<file path="src/rtl/mod_n_down_timer.sv">
// Loadable mod-N down-counter/timer. count, busy and tc are registered; tc pulses one clk at terminal count.
// Latency: count==load_val one cycle after start; tc N enabled cycles after start. No backpressure (en is a tick, not a handshake).
// Optional AUTO_RELOAD_EN: periodic mode reloads the latched period at terminal count instead of returning to IDLE.
module mod_n_down_timer #(
    parameter int WIDTH = 4
) (
    input  logic             clk,
    input  logic             reset,
    input  logic             start,
    input  logic             abort,
    input  logic             en,
    input  logic [WIDTH-1:0] load_val,
    output logic [WIDTH-1:0] count,
    output logic             busy,
    output logic             tc
);

    typedef enum logic {
        IDLE = 1'b0,
        RUN  = 1'b1
    } state_t;

    localparam logic [WIDTH-1:0] ONE  = WIDTH'(1);
    localparam logic [WIDTH-1:0] ZERO = '0;

    state_t           state_q;
    state_t           state_d;
    logic [WIDTH-1:0] count_q;
    logic [WIDTH-1:0] count_d;
    logic             tc_q;
    logic             tc_d;
    logic             terminal;

`ifdef AUTO_RELOAD_EN
    logic [WIDTH-1:0] period_q;
    logic [WIDTH-1:0] period_d;
`endif

    // count==0 cannot coexist with RUN; treating it as terminal keeps the counter from wrapping.
    assign terminal = (count_q <= ONE);

    always_ff @(posedge clk or negedge reset) begin
        if (!reset) begin
            state_q <= IDLE;
            count_q <= ZERO;
            tc_q    <= 1'b0;
        end else begin
            state_q <= state_d;
            count_q <= count_d;
            tc_q    <= tc_d;
        end
    end

`ifdef AUTO_RELOAD_EN
    always_ff @(posedge clk or negedge reset) begin
        if (!reset) begin
            period_q <= ZERO;
        end else begin
            period_q <= period_d;
        end
    end
`endif

    always_comb begin
        state_d = state_q;
        count_d = count_q;
        tc_d    = 1'b0;
`ifdef AUTO_RELOAD_EN
        period_d = period_q;
`endif

        if (abort) begin
            state_d = IDLE;
            count_d = ZERO;
        end else if (start) begin
`ifdef AUTO_RELOAD_EN
            period_d = load_val;
`endif
            if (load_val == ZERO) begin
                // Zero-length run: immediate terminal count, never enters RUN.
                tc_d    = 1'b1;
                count_d = ZERO;
                state_d = IDLE;
            end else begin
                count_d = load_val;
                state_d = RUN;
            end
        end else if ((state_q == RUN) && en) begin
            if (terminal) begin
                tc_d = 1'b1;
`ifdef AUTO_RELOAD_EN
                if (period_q == ZERO) begin
                    count_d = ZERO;
                    state_d = IDLE;
                end else begin
                    count_d = period_q;
                    state_d = RUN;
                end
`else
                count_d = ZERO;
                state_d = IDLE;
`endif
            end else begin
                count_d = count_q - ONE;
            end
        end
    end

    assign count = count_q;
    assign busy  = (state_q == RUN);
    assign tc    = tc_q;

endmodule
</file>
<file path="config.mk">
export PLATFORM = sky130hd
export DESIGN_NAME = mod_n_down_timer
export DESIGN_NICKNAME = d
export VERILOG_FILES = /design/src/rtl/mod_n_down_timer.sv
export SDC_FILE = /design/constraint.sdc
export NUM_CORES = 1
export LEC_CHECK = 0
export CORE_AREA = 3 3 40 42
export CTS_CLUSTER_SIZE = 16
export DETAILED_ROUTE_END_ITERATION = 10
export DIE_AREA = 0 0 43 45
export DONT_BUFFER_PORTS = 1
export GPL_TIMING_DRIVEN = 0
export MAX_ROUTING_LAYER = met4
export REMOVE_ABC_BUFFERS = 1
export SYNTH_ARGS = -nofsm -noshare
export SYNTH_HDL_FRONTEND = slang
export SYNTH_SLANG_ARGS = --single-unit
</file>
<file path="constraint.sdc">
create_clock -name clk -period 3.33 [get_ports clk]
set_input_delay 0.4995 -clock clk [delete_from_list [all_inputs] [get_ports clk]]
set_output_delay 0.4995 -clock clk [all_outputs]
set_load 0.03 [all_outputs]
</file>
Yosys cells after proc, flatten, opt, wreduce, memory -nomap -nowiden

Cells that the tools add are included.

Add/subtract/negate cells: 1
Multipliers: 0
Div/mod/pow operators: 0
Order comparisons: 1
Equality and inequality tests: 0
Shift operators: 0
Muxes and demuxes: 15
Bitwise gates (word level): 0
Reductions and logical operators: 5

Operators by type and width:

| cell                                                            | count |
|---|---|
| two-way mux 4 bit                                               | 5 |
| two-way mux 1 bit                                               | 10 |
| nonzero test 3 bit                                              | 2 |
| less-or-equal comparator 4 x 1 -> 1 bit (second input constant) | 1 |
| zero test 4 bit                                                 | 1 |
| subtractor 4 x 1 -> 4 bit (second input constant)               | 1 |
| AND reduction 2 bit                                             | 1 |
| logical AND 1 bit                                               | 1 |

Bits in registers: 6
Bits in latches: 0
Bits in writable memories: 0
Memory bits (read-only): 0
Input bits: 9
Logic and storage cells: 25
Memories: 0

Depth between registers and ports, before layout

Gate-level depths: netlist of run 1.

Depth after elaboration: 5
Depth in mapped cells: 5
Mapped depth without buffers: 5

Worst setup path after synthesis of run 1

Ideal clock, no wire load.

Kind: reg2reg
Start: reg count_q[0], in the netlist count[0]
End: reg count_q[0], in the netlist count[0]
Setup time: 0.104 ns
Arrival time: 1.586 ns
Required time: 3.226 ns
Setup slack: 1.640 ns
Cell stages (with the launch flop): 6
Path buffers: 0
Path through: dfrtp_1 -> inv_1 -> ha_1 -> or2_4 -> a211o_1 -> a221oi_1

Word-level cells in the longest chain between the ends: 5

RTL lines:

| element                                                                                     | line    | RTL |
|---|---|---|
| start: declaration                                                                          | 28      | `logic [WIDTH-1:0] count_q;` |
| start signal: assignment                                                                    | 49      | `count_q <= count_d;` |
| subtractor 4 x 1 -> 4 bit / less-or-equal comparator 4 x 1 -> 1 bit (equally long branches) | 104, 40 |  |
| two-way mux 4 bit *                                                                         | 89      | `if (terminal) begin` |
| two-way mux 4 bit *                                                                         | 88      | `end else if ((state_q == RUN) && en) begin` |
| two-way mux 4 bit *                                                                         | 75      | `end else if (start) begin` |
| two-way mux 4 bit *                                                                         | 72      | `if (abort) begin` |

Every way passes the cells marked *; elsewhere a longest branch is shown, timed or not. The select of a mux whose other input is x is not followed.
A chain may end at the register's enable or synchronous reset.

Worst setup path in the final report of run 1

Same ends and word-level chain as after synthesis.

==> results of run 1 <==
## critical path, stage by stage, from the launching register on
cell	delay, ps
dfrtp_1	590
inv_1	90
ha_1	260
or2_4	280
a211o_1	260
a221oi_1	230
## stage by stage
stage | power, mW | worst slack (ps) | util
2_1_floorplan | 0.116 | 1640 | -
3_3_place_gp | 0.122 | 1550 | 0.309
3_5_place_dp | 0.122 | 1500 | 0.309
4_1_cts | 0.194 | 1490 | 0.334
5_1_grt | 0.204 | 1390 | 0.334
6_report | 0.190 | 1510 | 0.334
## final cells by class
class	count	area (um^2)	share of cell area
clock buffer	3	22.5	0.0525
sequential	6	150	0.350
timing repair buffer	1	10.0	0.0233
tap	15	18.8	0.0437
multi-input combinational	28	201	0.469
inverter	7	26.3	0.0612
## cells by family after synthesis
| kind of cell | count (synthesis) | share of synthesized area |
|---|---|---|
| AO/OA/AOI/OAI | 15 | 0.295 |
| adder cells (fa/ha/maj) | 2 | 0.0656 |
| buffers and inverters | 8 | 0.0787 |
| flip-flops | 6 | 0.393 |
| AND/OR/NAND/NOR | 11 | 0.167 |
## power by group through the flow
stage	logic, mW	clock network [mW]	registers [mW]
after global placement	0.0254	0	0.0961
after detailed placement	0.0260	0	0.0961
final	0.0282	0.0672	0.0949
after global routing	0.0321	0.0757	0.0957
after floorplan	0.0218	0	0.0941
after CTS	0.0286	0.0701	0.0950
## registers in the layout (all words and copies together), names as in the netlist
signal,count
count,4
busy,1
tc,1
## cells in the mapped netlist
cell      number  area share
or2_4          1       0.023
clkbuf_1       1      0.0098
a211o_1        2       0.046
nor2_1         2       0.020
a22oi_1        1       0.020
nor2b_1        1       0.016
a311o_2        1       0.030
nand2b_1       1       0.016
o31a_1         1       0.023
nand2_1        1      0.0098
dfrtp_1        6        0.39
o41ai_1        1       0.023
inv_1          7       0.069
a31oi_1        2       0.033
a221oi_1       2       0.046
ha_1           2       0.066
nor3b_1        1       0.020
a41oi_1        1       0.023
nor3_1         1       0.013
nor4_1         1       0.016
a21oi_1        4       0.052
nand4_1        2       0.033
## metal layers
layer | up-vias | global-route usage | routed length, um
met5 | - | - | 0
met4 | 0 | 0.0723 | 12
met3 | 2 | 0.0717 | 114
met2 | 17 | 0.147 | 384
met1 | 159 | 0.132 | 433
li1 | 168 | - | -
## timing repair
action	4_1_cts	5_1_grt
hold buffers	1	0
endpoints found under the hold margin	6	0
setup endpoints to repair	0	0
## final timing paths
path                       startpoint        to  slack, ps  cells past startpoint
setup / recovery             count[0]  count[0]       1510                      5
hold / removal                  abort  count[3]        310                      1
setup reg to reg             count[0]  count[0]       1510                      5
hold reg to reg                  busy  count[3]        820                      2
max in group asynchronous       reset  count[3]       2540                      1
min in group asynchronous       reset      busy        570                      1
==> results by group, run 1 <==
Placed design
  – GP Congestion: a little over 0.7
  – Cell count after placement: 56
  – DPL Wire Length: around 710 um
  – Placed Area: 397 um^2
  – I/O Buffers: 0

Finish
  – ANT cells: 0
  – Commonest non-fill, non-tap cells in the layout: inv_1, dfrtp_1, a21oi_1
  – Design Area, Final: 429 um^2
  – Fin nets: 58
  – Most common cell after layout, fill and taps aside: inv_1
  – Layout area overhead: 12.5%
  – Layout cells sized above 1: 0.111
  – Post-Layout Cell Count: 60
  – FILL cells: about 140

Detailed routing
  – Drt via density: approximately 5.8
  – DRC violations left: 0
  – Drt wl/cell: between 15 and 20 um
  – Drt first-iter violations: 3
  – Pre-antenna DRT Iters: 2
  – Total wire length: approximately 950 um
  – Antenna viol nets, final: 0
  – Via count: between 300 and 400

Global routing
  – Largest net degree at the start of global routing: 13
  – Global route overflow: 0
  – GRT Overall Usage: 0.115
  – Vias in the first global route: 350
  – First-pass GRT wire length: 1550 um
  – Initial antenna violation count: 0

STA
  – RSZ-0062 raised after global routing: no
  – Slew HR: 0.702
  – Setup violators final: 0
  – Final worst path period need: ~1800 ps
  – Tcrit/Tclk final: 0.545
  – Tightest Pin Transition: 446 ps
  – FMAX: 551 MHz
  – Final hold slack: roughly 310 ps
  – Final Max Slew Viols: 0
  – Clock skew: between 0.6 and 0.7 ps
  – Final Hold Fails: 0
  – Setup_tns: 0 ps

Yosys
  – Area of the mapped netlist: 382 um^2
  – Post-synthesis cell count: 42
  – Synth Warn #: 0
  – Sequential area share after synthesis: 0.393
  – Post-synthesis register bit count: 6
  – Syn Area/Cell: approximately 9.1 um^2
  – Synth cell types: 22

Pwr
  – Net Sw Frac: 0.305
  – Comb power frac: 0.148
  – Net Sw Power: around 0.058 mW
  – PwrDens: 443 nW/um^2
  – Sequential power share: 0.499
  – Clk pwr share: 0.353
  – Leak: around 0.18 nW
  – Worst VDD drop: between 150 and 200 uV
  – Total internal power: around 0.13 mW

CTS
  – Post-CTS setup buffers: 0
  – CTS Sinks: 6
  – Clock latency on the worst-skew pair: between 200 and 250 ps
  – CTS H-tree depth: 1
  – Root buf cell: clkbuf_4
  – PostCTS Resize Cnt: 0
  – Worst-path clk slew: approximately 40 ps
  – Number of CTS-inserted buffers: 3
  – CTS tree: built
  – Clock Tree Buf Depth: 2

Floorplanning
  – Die height: ~45 um
  – Total core area: 1280 um^2
  – Die X: roughly 43 um
  – Core Rows: 13
  – Total die area: between 1500 and 2000 um^2
  – Initial Utilization: 0.297
  – # IOs: 15

Critical path
  – CP Max Fanout: 6
  – CP Class: reg -> reg
  – CP endpoint kind: register
  – CP Launch Type: register
  – CP required: about 3500 ps
  – Worst Path Arrival: roughly 2000 ps

Status
  – Status: finished, final reports clean

Hold path
  – Worst hold path class: in -> reg

Flow run
  – Maxcap violations: 0
Note: power is estimated with default switching activity, not from simulation.
==> run 2: changes to the inputs <==
==> constraint.sdc (replaced) <==
create_clock -name clk -period 1.8 [get_ports clk]
set_input_delay 0.27 -clock clk [delete_from_list [all_inputs] [get_ports clk]]
set_output_delay 0.27 -clock clk [all_outputs]
set_load 0.03 [all_outputs]
==> run 2 against run 1 <==
Sequential cell count is the same. Via count down 1.2%. Non-clock buffer count did not move. Core utilization grew 0.68 points. Largest power group unchanged. Sequential share of layout area fell by 0.13 points. Register-to-register slack worse by 1400 ps. Final area is 2.0% higher. Cell count did not move. Global-route usage fell by 0.086 points. Clock skew about the same.
==> results by group, run 2 (synthesis results as in run 1) <==
Pwr
  – Worst VDD drop: approximately 340 uV
  – PnR Total Power: between 0.3 and 0.4 mW
  – Leak: ~0.18 nW
  – PwrDens: just over 800 nW/um^2

STA
  – Tightest Pin Transition: around 440 ps
  – Final hold slack: ~75 ps
  – Slew HR: 0.706
  – Tcrit/Tclk final: 0.938
  – Final Hold Fails: 0
  – Final Max Slew Viols: 0
  – Setup violators final: 0
  – FMAX: ~590 MHz
  – Final worst path period need: about 1700 ps
  – RSZ-0062 raised after global routing: no
  – Clock skew: ~0.66 ps

Critical path
  – CP Max Fanout: 6
  – Crit path largest cell delay: about 500 ps
  – CP Launch Type: register
  – CP required: a little under 2000 ps
  – CP endpoint kind: register
  – CP Class: reg -> reg
  – Critical Path, Cell by Cell: inv_1 -> ha_1 -> or2_4 -> a211o_1 -> a221oi_1
  – Slowest cell on crit path: dfrtp_2
  – Worst Path Arrival: 1830 ps

Detailed routing
  – Drt first-iter violations: 3
  – Antenna viol nets, final: 0
  – Drt via density: 5.70
  – DRC violations left: 0
  – Via count: 342
  – Total wire length: between 900 and 1000 um
  – Pre-antenna DRT Iters: 3
  – Drt wl/cell: about 15 um

CTS
  – CTS Sinks: 6
  – Worst-path clk slew: roughly 40 ps
  – Number of CTS-inserted buffers: 3
  – Clock Tree Buf Depth: 2
  – Clock latency on the worst-skew pair: 240 ps
  – Root buf cell: clkbuf_4
  – CTS H-tree depth: 1
  – Post-CTS setup buffers: 0
  – CTS tree: built

Finish
  – Util after Layout: 0.341
  – Most common cell after layout, fill and taps aside: inv_1
  – Number of flip-flops under the largest register name: 4
  – Post-Layout Cell Count: 60
  – Layout area overhead: 14.8%
  – Commonest non-fill, non-tap cells in the layout: inv_1, a21oi_1, dfrtp_1
  – Design Area, Final: between 400 and 500 um^2
  – Fin nets: just under 60
  – ANT cells: 0
  – Layout cells sized above 1: 0.178

Global routing
  – Vias in the first global route: 350
  – Initial antenna violation count: 0
  – Global route overflow: 0
  – Largest net degree at the start of global routing: 13
  – GRT met1 Usage: 0.130
  – First-pass GRT wire length: around 1500 um
  – GR Layer Usage met3: 0.0717
  – GRT Overall Usage: 0.114
  – GRT busiest layer: met2
  – GRT met2 Usage: 0.147

Placed design
  – Cell count after placement: 56
  – I/O Buffers: 0
  – GP Congestion: a little over 0.7
  – Placed Area: 397 um^2
  – DPL Wire Length: 707 um

Floorplanning
  – Die X: 43 um
  – Die height: ~45 um
  – Initial Utilization: 0.297
  – # IOs: 15
  – Total core area: about 1300 um^2
  – Total die area: approximately 1900 um^2
  – Core Rows: 13

Status
  – Status: finished, final reports clean

Flow run
  – Maxcap violations: 0

Hold path
  – Worst hold path class: in -> reg
## run 2: timing repair
action,CTS,global route
hold endpoints to repair,6,0
pin swaps,0,0
hold buffers,1,0
endpoints found under the setup margin,3,1
resized for setup,2,1
gates cloned,0,0
## run 2: where the power goes
part           internal, mW  leakage, nW  total [mW]  switching, mW
logic                0.0262       0.0888      0.0535         0.0274
registers             0.145       0.0757       0.176         0.0314
clock network        0.0754       0.0138       0.124         0.0484
## run 2: final cells by class
| cell class | count | area [um^2] |
|---|---|---|
| Inverter | 7 | 26.3 |
| Sequential cell | 6 | 153 |
| Multi-Input combinational cell | 28 | 208 |
| Clock buffer | 3 | 22.5 |
| Fill cell | 145 | 847 |
| Timing Repair Buffer | 1 | 10.0 |
| Tap cell | 15 | 18.8 |
## run 2: path summary, 6_finish.rpt
kind / cells past startpoint / from / to / slack (ps)
max in group asynchronous: 1 / reset / count[1] / 1220
max reg2reg: 5 / count[0] / count[1] / 110
min in group asynchronous: 1 / reset / tc / 340
min reg2reg: 2 / count[0] / count[0] / 730
min: 1 / abort / count[0] / 80
max: 5 / count[0] / count[1] / 110
## run 2: per-layer routing
metal,part of all wire,wire [um],vias up
li1,-,-,168
met1,0.45,421,157
met2,0.41,376,15
met3,0.12,111,2
met4,0.019,18,0
met5,0,0,-
## run 2: per-stage QoR
| step | setup slack, ps | TNS [ps] |
|---|---|---|
| 2_1_floorplan | 110 | 0 |
| 3_3_place_gp | 17.3 | 0 |
| 3_5_place_dp | -27.9 | -29.2 |
| 4_1_cts | 79.7 | 0 |
| 5_1_grt | 43.0 | 0 |
| 6_report | 111 | 0 |
## run 2: critical path: cells and delay by family (launching register included)
kind / cells / cell delay, ps
buf+inv: 1 / 70
compound gates: 2 / 480
fa+ha+maj: 1 / 250
simple gates: 1 / 280
flops: 1 / 500
